$ cat config.mk
export PLATFORM = sky130hd
export DESIGN_NAME = fetch_stage
export DESIGN_NICKNAME = d
export VERILOG_FILES = /design/src/rtl/fetch_stage_pkg.sv /design/src/rtl/fetch_skid_buf.sv /design/src/rtl/fetch_stage.sv
export SDC_FILE = /design/constraint.sdc
export NUM_CORES = 1
export LEC_CHECK = 0
export CELL_PAD_IN_SITES_DETAIL_PLACEMENT = 1
export CELL_PAD_IN_SITES_GLOBAL_PLACEMENT = 1
export CORE_MARGIN = 2
export CORE_UTILIZATION = 32
export DETAILED_ROUTE_END_ITERATION = 7
export PLACE_DENSITY_LB_ADDON = 0.1
export SYNTH_ARGS = -nofsm -noshare
export SYNTH_HDL_FRONTEND = slang
export SYNTH_SLANG_ARGS = --single-unit
$ cat constraint.sdc
create_clock -name clk -period 3.5 [get_ports clk]
set_input_delay 1.05 -clock clk [delete_from_list [all_inputs] [get_ports clk]]
set_output_delay 1.05 -clock clk [all_outputs]
set_load 0.02 [all_outputs]
$ cat src/rtl/fetch_stage_pkg.sv
// fetch_stage_pkg: shared fetch-stage types and constants
package fetch_stage_pkg;
  localparam logic [63:0] PC_RESET_DEFAULT = 64'h0000_0000_8000_0000;
  typedef enum logic [1:0] {F_REQ, F_WAIT, F_STALLED, F_ERRHOLD} fetch_state_t;
  typedef struct packed {
    logic        valid;
    logic [31:0] raw_instr;
    logic [63:0] pc;
    logic        error;
  } fetch_data_t;
endpackage

$ cat src/rtl/fetch_skid_buf.sv
// fetch_skid_buf: one-entry fetch_data_t holding register with load/drain/flush
module fetch_skid_buf
  import fetch_stage_pkg::*;
(
  input  logic        clk,
  input  logic        reset,
  input  logic        load,
  input  logic        drain,
  input  logic        flush,
  input  fetch_data_t din,
  output fetch_data_t dout
);
  always_ff @(posedge clk)
    if (reset || flush) dout <= '0;
    else if (load) dout <= din;
    else if (drain) dout <= '0;
endmodule

$ cat src/rtl/fetch_stage.sv
// fetch_stage: IF stage owning the PC, single-outstanding instruction fetch with skid buffer and redirect kill
module fetch_stage
  import fetch_stage_pkg::*;
#(
  parameter logic [63:0] PC_RESET = PC_RESET_DEFAULT
) (
  input  logic        clk,
  input  logic        reset,
  output logic        ireq_valid,
  output logic [63:0] ireq_addr,
  input  logic        iresp_addr_ok,
  input  logic        iresp_data_ok,
  input  logic [31:0] iresp_data,
  input  logic        stall,
  input  logic        redirect_valid,
  input  logic [63:0] redirect_pc,
  output fetch_data_t out
);
  fetch_state_t state;
  logic [63:0] pc, req_pc;
  logic kill, issuing, accepted, resp, err, new_ok, can_take, load, drain;
  fetch_data_t buf_q, rec;
  always_comb begin
    issuing  = state == F_REQ && (kill || pc[1:0] == 2'b00);
    accepted = issuing && iresp_addr_ok;
    resp     = iresp_data_ok && (state == F_WAIT || accepted);
    err      = state == F_REQ && !kill && pc[1:0] != 2'b00;
    new_ok   = !redirect_valid && (err || (resp && !kill));
    can_take = !out.valid || !stall;
    load     = new_ok && !can_take;
    drain    = buf_q.valid && !stall;
    rec      = err ? fetch_data_t'{1'b1, 32'h0, pc, 1'b1}
                   : fetch_data_t'{1'b1, iresp_data, state == F_REQ ? pc : req_pc, 1'b0};
  end
  // while a killed request is still waiting for addr_ok, req_pc holds the old address
  assign ireq_valid = issuing && !reset;
  assign ireq_addr  = kill ? req_pc : pc;
  fetch_skid_buf u_skid (
    .clk(clk), .reset(reset), .load(load), .drain(drain),
    .flush(redirect_valid), .din(rec), .dout(buf_q)
  );
  always_ff @(posedge clk) begin
    if (reset) begin
      state  <= F_REQ;
      pc     <= PC_RESET;
      req_pc <= '0;
      kill   <= 1'b0;
      out    <= '0;
    end else if (redirect_valid) begin
      out <= '0;
      pc  <= redirect_pc;
      if (issuing && !iresp_addr_ok) begin
        kill <= 1'b1;
        if (!kill) req_pc <= pc;
      end else if ((accepted || state == F_WAIT) && !iresp_data_ok) begin
        kill  <= 1'b1;
        state <= F_WAIT;
      end else begin
        kill  <= 1'b0;
        state <= F_REQ;
      end
    end else begin
      if (new_ok && can_take) out <= rec;
      else if (drain) out <= buf_q;
      else if (out.valid && !stall) out.valid <= 1'b0;
      if (accepted && !kill) begin
        pc     <= pc + 64'd4;
        req_pc <= pc;
      end
      if (err) state <= F_ERRHOLD;
      else if (resp) begin
        kill  <= 1'b0;
        state <= (kill || can_take) ? F_REQ : F_STALLED;
      end else if (accepted) state <= F_WAIT;
      else if (state == F_STALLED && !stall) state <= F_REQ;
    end
  end
endmodule
# After elaboration in Yosys (flattened, before gate mapping)
# Index checks and enable logic that the tools add are counted.
[word_totals]
regBits = 327
output_inout_bits = 163
word_cells = 88
[classes]
n_addsub = 1
n_eq_ne = 5
muxes = 27
reduce_logical = 43
[op_table]
columns = ["cell", "count"]
rows = [
  ["2-to-1 mux 64 bit", 7],
  ["2-to-1 mux 98 bit", 3],
  ["2-to-1 mux 97 bit", 2],
  ["adder 64 x 3 -> 64 bit (second input constant)", 1],
  ["logical AND 1 bit", 16],
  ["2-to-1 mux 2 bit", 7],
  ["nonzero test 2 bit", 5],
  ["logical NOT 1 bit", 8],
  ["2-to-1 mux 1 bit", 8],
  ["logical OR 1 bit", 6],
  ["AND reduction 2 bit", 3],
  ["nonzero test 5 bit", 1],
  ["logical NOT 2 bit", 2],
  ["inequality test 2 bit (second input constant)", 2],
  ["nonzero test 3 bit", 1],
  ["equality test 2 x 1 -> 1 bit (second input constant)", 1],
  ["equality test 2 bit (second input constant)", 1],
  ["inequality test 2 x 1 -> 1 bit (second input constant)", 1],
  ["OR reduction 2 bit", 1],
]

# Logic depth before layout (Yosys ltp)
# Gate-level depths: netlist of the first run.
[logic_depth]
ltp_word = 11
ltp_mapped = 9
mapped_depth_nobuf = 6

# Modules after synthesis
# Synthesis of the first run repeated with hierarchy kept, for this count alone.
[hier_totals]
cells_unflattened = 1979
area_unflattened_um2 = 16250.6
[modules_own_cells]
columns = ["mod", "instances", "cells_each", "area_each_um2"]
rows = [
  ["fetch_stage", 1, 1544, 12333.1],
  ["fetch_skid_buf", 1, 435, 3917.5],
]

# Least setup slack after synthesis of the first run
# Ideal clock, no wire load.
[synth_timing]
path_type = "input -> output"
startpoint = "input port reset"
endpoint = "output port ireq_valid"
arrival_time_ns = 2.251
setup_slack_ns = 0.199
stages = 5
cell_sequence = "clkbuf_1 > clkbuf_1 > clkbuf_1 > buf_1 > nor2_1"
[synth_via]
elab_chain_cells = 2
[synth_lines]
columns = ["element", "line_no", "rtl"]
rows = [
  ["start, declared", "fetch_stage.sv:8", "input logic reset,"],
  ["logical NOT 1 bit", "fetch_stage.sv:36", "assign ireq_valid = issuing && !reset;"],
  ["logical AND 1 bit", "fetch_stage.sv:36", ""],
  ["end, declared", "fetch_stage.sv:9", "output logic ireq_valid,"],
]
# No other way between the ends.

# Worst setup path after layout of the first run
[layout_timing]
startpoint = "register kill"
endpoint = "output port ireq_addr[63]"
[layout_via]
elab_chain_cells = 1
[layout_lines]
columns = ["element", "line_no", "rtl"]
rows = [
  ["start, declared", "fetch_stage.sv:21", "logic kill, issuing, accepted, resp, err, new_ok, can_take, load, drain;"],
  ["start signal, assigned", "fetch_stage.sv:47", "kill <= 1'b0;"],
  ["start signal, assigned", "fetch_stage.sv:53", "kill <= 1'b1;"],
  ["start signal, assigned", "fetch_stage.sv:56", "kill <= 1'b1;"],
  ["2-to-1 mux 64 bit", "n/a", ""],
  ["end, declared", "fetch_stage.sv:10", "output logic [63:0] ireq_addr,"],
]
# No other way between the ends.

==> results_dict.tcl, run 1 <==
set metrics [dict create \
    outcome "complete, no violations" \
    relSlewSlack 0.354 \
    clk_latency_ns 0.57 \
    met1_length_um 29000 \
    r2r-start "pc[5]" \
    dr.pass1.iters 4 \
    seq_area_um2 6550 \
    syn_area_per_cell_um2 7.60 \
    finalCritPeriodShare 0.972 \
    synth.yosys.seq_area_share 0.418 \
    pre_cts_ws_ns -0.0380 \
    drt-total-wl_um 58000 \
    syn_nets 2163 \
    p_total_mw 9.40 \
    design_area_um2 20200 \
    drive_above_1_share 0.111 \
    ant_nets 0 \
    synth-async-reset-ratio 0 \
    final.setup.tns_ns 0 \
    top_layer_used "met5" \
    clkPwrFrac 0.423 \
    grt_max_degree 195 \
    seqPwrFrac 0.425 \
    die_area_um2 50700 \
    grtUsageTotal 0.227 \
    finalNetCount 2337 \
    drc_errors 0 \
    crit_buf_inv 2 \
    fillers 5821 \
    via_per_inst 5.34 \
    cts.path.max_buffers 3 \
    arrival_ns 2.35 \
    required_ns 2.45 \
    ys_seq_elements 327 \
    yosysTopAreaCellShare 0.418 \
    whs_ns 0.467 \
    p_per_area_nw_per_um2 466 \
    critical_path.max_stage_delay_ns 0.56 \
    tightest_slew_ns 0.969 \
    p_int_mw 6.77 \
    cts_max_level 2 \
    hold-path-endpoint "req_pc[50]" \
    peakVddDrop_mv 0.282 \
    synth_edf_count 0 \
    fin_cells 2878 \
    path_class "flip-flop to output port" \
    core_area_um2 48600 \
    worst_clock_skew_ns 0.0228 \
    post-dp-hpwl_um 39300 \
    grt_pass1_wl_um 90400 \
    cts_hold_buf 0 \
    insertedDiodeCount 0 \
    final_util 0.415 \
    power_switching_mw 2.64 \
    yosysTopAreaCell "dfxtp_1" \
    setup_viol 0 \
    gp_congestion 0.822 \
    synth.distinct_cells 65 \
    cts_tree "done" \
    multi_input_area_um2 8350 \
    hold_start "req_pc[50]" \
    place_inst 2814 \
    path_clk_slew_ns 0.05 \
    worst_setup_path_end_kind "output port" \
    area_growth_pct 29.1 \
    rows 81 \
    cp_top_family "buffers and inverters" \
    rr_worst_depth 5 \
    yosysMostFrequentCell "nand2_1" \
    wl_met2_um 25100 \
    antenna_found_initial 2 \
    rsz0062_at_grt "no" \
    fin_ws_ns 0.0966 \
    hold_violations 0 \
    initial_core_util 0.322 \
    grt_pass1_vias 15397 \
    swShare 0.280 \
    drt-initial-drc-count 852 \
    synth_commonest_cells "571 x nand2_1, 327 x dfxtp_1, 216 x o21ai_0" \
    path_max_fanout 19 \
    numCtsBuffers 40 \
    share_comb_of_total_power 0.152 \
    ioPinCount 265 \
    period_minus_slack_ns 3.40 \
    root_buffer "clkbuf_16" \
    synth-warning-count 0 \
    placed_area_um2 19000 \
    clock-sinks 327 \
    dr_total_vias 15373 \
    synth_area_leaders "dfxtp_1 42%, nand2_1 14%, mux2_2 8.6%" \
    die_w_um 225 \
    r2r_slack_ns 0.69 \
    hold_path_depth 2 \
    routedWlPerCell_um 20.1 \
    drv_cap 0 \
    max_freq_ghz 0.294 \
    ys.flop_type "dfxtp_1" \
    synth_area_um2 15600 \
    hold_class "flip-flop to flip-flop" \
    dieHeight_um 225 \
    grt_overflow 0 \
    p_leak_nw 7.22 \
    crit_slowest_cell "clkdlybuf4s50_1" \
    cp-start-kind "flip-flop" \
    syn_inst 2060 \
    path_cells "buf_4 -> mux2_2 -> clkdlybuf4s50_1" \
    report.final.slew_viol_count 0 \
    timing.rr.end "pc[29]" \
    dr_wl_met3_um 2600 \
    port_buffers 264 \
]
## area by class of cell
type                       instances  share of cell area
multi-input combinational       1525               0.413
sequential                       327               0.324
timing repair buffer             316               0.159
clock buffer                      61              0.0590
tap                              622              0.0385
inverter                          24             0.00446
clock inverter                     3             0.00111
## worst register-to-register path: cells and delay by family (launching register included)
| kind | cells | cell delay, ns |
|---|---|---|
| AND/OR/NAND/NOR | 4 | 1.96 |
| AO/OA/AOI/OAI | 1 | 0.26 |
| flip-flops | 1 | 0.48 |
## registers in the layout (all words and copies together) (netlist names)
register	flops
state	2
pc	64
kill	1
req_pc	64
out	98
u_skid.dout	98
## power groups by stage
stage	Clock, mW	Combinational [mW]	Sequential [mW]
after floorplan	0	0.780	4.03
after global placement	0	1.42	4.06
after detailed placement	0	1.42	4.07
after CTS	4.10	1.43	3.99
after global routing	4.25	1.53	4.01
final	3.98	1.43	3.99
## routing by layer
| layer | track usage | up-vias |
|---|---|---|
| met5 | 0 | - |
| met1 | 0.336 | 7527 |
| met4 | 0.0607 | 2 |
| met3 | 0.0321 | 62 |
| li1 | - | 7470 |
| met2 | 0.342 | 312 |
## kinds of logic (layout without fill, tap and decap cells)
kind of cell | after synthesis | after routing | synth area share
simple gates | 995 | 995 | 0.285
compound gates | 385 | 385 | 0.144
flops | 327 | 327 | 0.418
buf+inv | 208 | 404 | 0.0518
mux | 123 | 123 | 0.0883
xor+xnor | 21 | 21 | 0.0118
fa+ha+maj | 1 | 1 | 0.000800
## worst max-delay path by stage
stage | endpoint | slack [ns] | startpoint | cells after the start
2_1_floorplan | ireq_valid | 0.20 | reset | 5
6_report | ireq_addr[63] | 0.1 | kill | 3
3_3_place_gp | pc[55] | -0.02 | iresp_addr_ok | 9
4_1_cts | ireq_addr[62] | 0.008 | kill | 3
3_5_place_dp | pc[55] | -0.04 | iresp_addr_ok | 9
5_1_grt | ireq_valid | 0.02 | kill | 4
## what timing repair did
item | in CTS | in global routing
setup endpoints to repair | 1 | 5
gates resized for setup | 1 | 3
buffers inserted | 0 | 0
pin swaps | 0 | 0
## layout by cell type (no fill, tap or decap), drive strengths merged, types with 5 or more instances in the layout
cell / instances
a311oi: 23
mux2: 120
and3: 7
nand3: 214
nor4b: 10
clkdlybuf4s50: 262
a21oi: 75
a211oi: 18
o31ai: 5
inv: 26
nor2: 67
o211ai: 5
nor2b: 5
a2111oi: 15
and2: 5
nor4: 16
dfxtp: 327
nand2: 573
buf: 54
and4: 10
nor3b: 12
o21ai: 216
or4: 8
a31oi: 5
clkbuf: 61
or3: 14
nand4: 28
nor3: 16
xnor2: 19
Power figures use the tool's default switching activity.
==> inputs of run 2 (changes only) <==
==> constraint.sdc (replaced) <==
create_clock -name clk -period 3.5 [get_ports clk]
set_input_delay 0.7 -clock clk [delete_from_list [all_inputs] [get_ports clk]]
set_output_delay 0.7 -clock clk [all_outputs]
set_load 0.02 [all_outputs]
==> run 2 against run 1 <==
  * Hold slack is essentially flat
  * Wire length is essentially flat
  * Die area is the same
  * Largest power group is now clock
  * Final area shrank 0.18%
  * First-iteration DRC count grew 19%
  * Sequential share of layout area grew 0.058 points
  * Non-clock buffer count shrank 7
  * Critical endpoint is now ireq_valid
  * Clock skew grew 0.0066 ns
  * Highest routed layer is now met4
  * Maximum frequency grew 3.9%
  * Power grew 1.5%
  * Critical path type unchanged
  * Final cell count is essentially flat
==> results_dict.tcl, run 2 (synthesis gave the netlist of run 1 again) <==
set metrics [dict create \
    drt-initial-drc-count 1018 \
    hold_class "flip-flop to flip-flop" \
    drc_errors 0 \
    dr.pass1.iters 7 \
    cts.path.max_buffers 3 \
    max_freq_ghz 0.305 \
    clk_latency_ns 0.57 \
    dr_total_vias 15372 \
    gp_congestion 0.777 \
    report.final.slew_viol_count 0 \
    dieHeight_um 225 \
    path_class "flip-flop to output port" \
    post_cts_buffers 0 \
    insertedDiodeCount 0 \
    peakVddDrop_mv 0.266 \
    largest_registers "out x98, u_skid.dout x98" \
    cts_resized 0 \
    grt_pass1_wl_um 89300 \
    path_clk_slew_ns 0.05 \
    relSlewSlack 0.317 \
    rr_worst_depth 5 \
    area_growth_pct 28.9 \
    drt-total-wl_um 57900 \
    path_max_fanout 25 \
    ant_nets 0 \
    worst_clock_skew_ns 0.0294 \
    cts_tree "done" \
    root_buffer "clkbuf_16" \
    fillers 5834 \
    p_total_mw 9.55 \
    die_area_um2 50700 \
    hold_path_depth 2 \
    core_area_um2 48600 \
    p_leak_nw 7.21 \
    required_ns 2.80 \
    finalNetCount 2331 \
    worst_setup_path_end_kind "output port" \
    design_area_um2 20200 \
    hold_violations 0 \
    final_common_cell "nand2_1" \
    drive_above_1_share 0.111 \
    numCtsBuffers 41 \
    period_minus_slack_ns 3.28 \
    rsz0062_at_grt "no" \
    cts_max_level 2 \
    fin_cells 2879 \
    drv_cap 0 \
    final_cell_mix "571 x nand2_1, 326 x dfxtp_1, 262 x clkdlybuf4s50_1" \
    finalCritPeriodShare 0.936 \
    grtUsageTotal 0.225 \
    cp-start-kind "flip-flop" \
    routedWlPerCell_um 20.1 \
    cts_hold_buf 0 \
    ioPinCount 265 \
    initial_core_util 0.322 \
    rows 81 \
    antenna_found_initial 0 \
    via_per_inst 5.34 \
    grt_pass1_vias 15135 \
    placed_area_um2 18900 \
    outcome "complete, no violations" \
    die_w_um 225 \
    final.setup.tns_ns 0 \
    clock-sinks 327 \
    tightest_slew_ns 1.02 \
    p_per_area_nw_per_um2 473 \
    arrival_ns 2.58 \
    place_inst 2807 \
    setup_viol 0 \
    post-dp-hpwl_um 38800 \
    port_buffers 264 \
    grt_max_degree 103 \
    grt_overflow 0 \
]
run 2: cell count changes in the layout (fill, tap and decap cells not counted):
| cell | previous run | this run |
|---|---|---|
| clkbuf_8 | 9 | 14 |
| buf_12 | 15 | 11 |
| buf_6 | 2 | 0 |
| buf_4 | 36 | 35 |
| clkbuf_1 | 11 | 12 |
| clkinv_2 | 1 | 2 |
| clkinvlp_4 | 0 | 1 |
| o21bai_1 | 1 | 2 |
| o21bai_4 | 1 | 0 |
run 2: routing by layer:
layer	track usage	vias up	share of wire
met3	0.0368	66	0.044
met2	0.340	320	0.44
met1	0.332	7520	0.50
met4	0.0523	0	0.020
met5	0	-	0
li1	-	7466	-
run 2: final timing paths:
path                end  slack [ns]        from
max          ireq_valid        0.22        kill
min          req_pc[10]        0.47  req_pc[10]
min reg2reg  req_pc[10]        0.47  req_pc[10]
max reg2reg      pc[29]        0.82      pc[16]
run 2: report_power, final:
group          total (mW)  internal, mW  leakage, nW  switching (mW)
combinational        1.39         0.576         3.92           0.815
clock                4.16          2.45        0.637            1.71
sequential           4.00          3.84         2.66           0.156
total                9.55          6.87         7.21            2.68
run 2: final cells by class:
cell class | instances | area [um^2] | share of cell area
clock inverters | 5 | 35.0 | 0.00174
inverters | 24 | 90.1 | 0.00447
clock buffers | 67 | 1260 | 0.0627
multi-input cells | 1525 | 8340 | 0.413
well taps | 622 | 778 | 0.0386
repair buffers | 309 | 3110 | 0.154
flip-flops and latches | 327 | 6550 | 0.325
run 2: critical path: stages (launching register included):
cell             delay (ns)
dfxtp_4                0.58
o21bai_1               0.34
nand2_1                0.24
nor2_1                 0.21
clkdlybuf4s50_1        0.64
run 2: through the flow:
step,utilization,worst slack [ns],hold slack [ns]
5_1_grt,0.414,0.0837,0.492
6_report,0.414,0.224,0.467
4_1_cts,0.414,0.210,0.467
3_3_place_gp,0.388,0.398,0.450
3_5_place_dp,0.388,0.364,0.459
2_1_floorplan,-,0.899,0.443
==> inputs of run 3 (changes only) <==
--- a/config.mk
+++ b/config.mk
@@ -10,7 +10,7 @@
 export CORE_MARGIN = 2
 export CORE_UTILIZATION = 32
 export DETAILED_ROUTE_END_ITERATION = 7
-export PLACE_DENSITY_LB_ADDON = 0.1
+export PLACE_DENSITY_LB_ADDON = 0.08
 export SYNTH_ARGS = -nofsm -noshare
 export SYNTH_HDL_FRONTEND = slang
 export SYNTH_SLANG_ARGS = --single-unit
==> run 3 against run 2 <==
  * Wire length is 0.13% lower
  * Combinational power is essentially flat
  * Power down 0.49%
==> results_dict.tcl, run 3 (synthesis gave the netlist of run 1 again) <==
set metrics [dict create \
    drt-total-wl_um 57900 \
    clk_latency_ns 0.57 \
    hold_start "req_pc[38]" \
    multi_input_area_um2 8340 \
    final.setup.tns_ns 0 \
    peakVddDrop_mv 0.279 \
    final_common_cell "nand2_1" \
    finalCritPeriodShare 0.964 \
    core_area_um2 48600 \
    gp_congestion 0.792 \
    path_class "flip-flop to output port" \
    outcome "complete, no violations" \
    max_freq_ghz 0.296 \
    antenna_found_initial 1 \
    period_minus_slack_ns 3.37 \
    hold_path_depth 2 \
    pre_cts_ws_ns 0.231 \
    rr_worst_depth 6 \
    required_ns 2.80 \
    cts_hold_buf 0 \
    p_leak_nw 7.18 \
    via_per_inst 5.33 \
    whs_ns 0.465 \
    final_cell_mix "571 x nand2_1, 326 x dfxtp_1, 262 x clkdlybuf4s50_1" \
    grt_pass1_vias 15052 \
    cp-start-kind "flip-flop" \
    port_buffers 264 \
    ant_nets 0 \
    drt-initial-drc-count 836 \
    fillers 5793 \
    worst_setup_path_end_kind "output port" \
    worst_clock_skew_ns 0.0155 \
    grt_max_degree 126 \
    hold-path-endpoint "req_pc[38]" \
    r2r_slack_ns 0.77 \
    numCtsBuffers 40 \
    p_per_area_nw_per_um2 472 \
    path_max_fanout 34 \
    grt_pass1_wl_um 89100 \
    largest_registers "out x98, u_skid.dout x98" \
    design_area_um2 20100 \
    die_area_um2 50700 \
    root_buffer "clkbuf_16" \
    r2r-start "pc[4]" \
    dr.pass1.iters 4 \
    tightest_slew_ns 0.963 \
    hold_class "flip-flop to flip-flop" \
    relSlewSlack 0.358 \
    fin_ws_ns 0.126 \
    rows 81 \
    routedWlPerCell_um 20.2 \
    initial_core_util 0.322 \
    drive_above_1_share 0.108 \
    area_growth_pct 28.5 \
    cts.path.max_buffers 3 \
    timing.rr.end "pc[59]" \
    seq_area_um2 6550 \
    drc_errors 0 \
    arrival_ns 2.67 \
    report.final.slew_viol_count 0 \
    path_clk_slew_ns 0.05 \
    cts_tree "done" \
    cts_max_level 2 \
    drv_cap 0 \
    finalNetCount 2327 \
    dieHeight_um 225 \
    grtUsageTotal 0.224 \
    setup_viol 0 \
    dr_total_vias 15294 \
    hold_violations 0 \
    post_cts_buffers 0 \
    placed_area_um2 18800 \
    p_total_mw 9.50 \
    clock-sinks 327 \
    post-dp-hpwl_um 38700 \
    insertedDiodeCount 0 \
    grt_overflow 0 \
    die_w_um 225 \
    ioPinCount 265 \
    rsz0062_at_grt "no" \
    cts_resized 0 \
]
[run 3: critical path, cell delays in order (launching register included)]
cell and delay, ns:
dfxtp_4 0.67, o21bai_1 0.34, nand2_1 0.19, nor2_1 0.25
clkdlybuf4s50_1 0.66
[run 3: cell type report]
cell class,instances,area share
clock buffer,60,0.0586
clock inverter,6,0.00436
inverter,24,0.00448
multi-input combinational,1525,0.415
sequential,327,0.326
tap,622,0.0387
timing repair buffer,306,0.154
[run 3: how the worst max path moves through the flow]
| stage | start | slack, ns | endpoint |
|---|---|---|---|
| 4_1_cts | kill | 0.11 | ireq_valid |
| 5_1_grt | kill | 0.01 | ireq_valid |
| 6_report | kill | 0.13 | ireq_valid |
| 2_1_floorplan | reset | 0.90 | ireq_valid |
| 3_3_place_gp | iresp_addr_ok | 0.22 | pc[57] |
| 3_5_place_dp | iresp_addr_ok | 0.23 | pc[57] |
[run 3: stage by stage]
| step | instances | util |
|---|---|---|
| after global routing | 2870 | 0.413 |
| after CTS | 2870 | 0.413 |
| after global placement | 2804 | 0.387 |
| after floorplan | 2060 | - |
| final | 2870 | 0.413 |
| after detailed placement | 2804 | 0.387 |
[run 3: power by group]
group	switching, mW	internal [mW]
clock network	1.65	2.45
logic	0.814	0.577
registers	0.160	3.84
[run 3: metal layers]
metal  wire (um)  part of all wire  global-route usage
met5          10           0.00017                   0
met3        2160             0.037              0.0347
met4        1060             0.018              0.0489
met1       29400              0.51               0.330
met2       25300              0.44               0.343
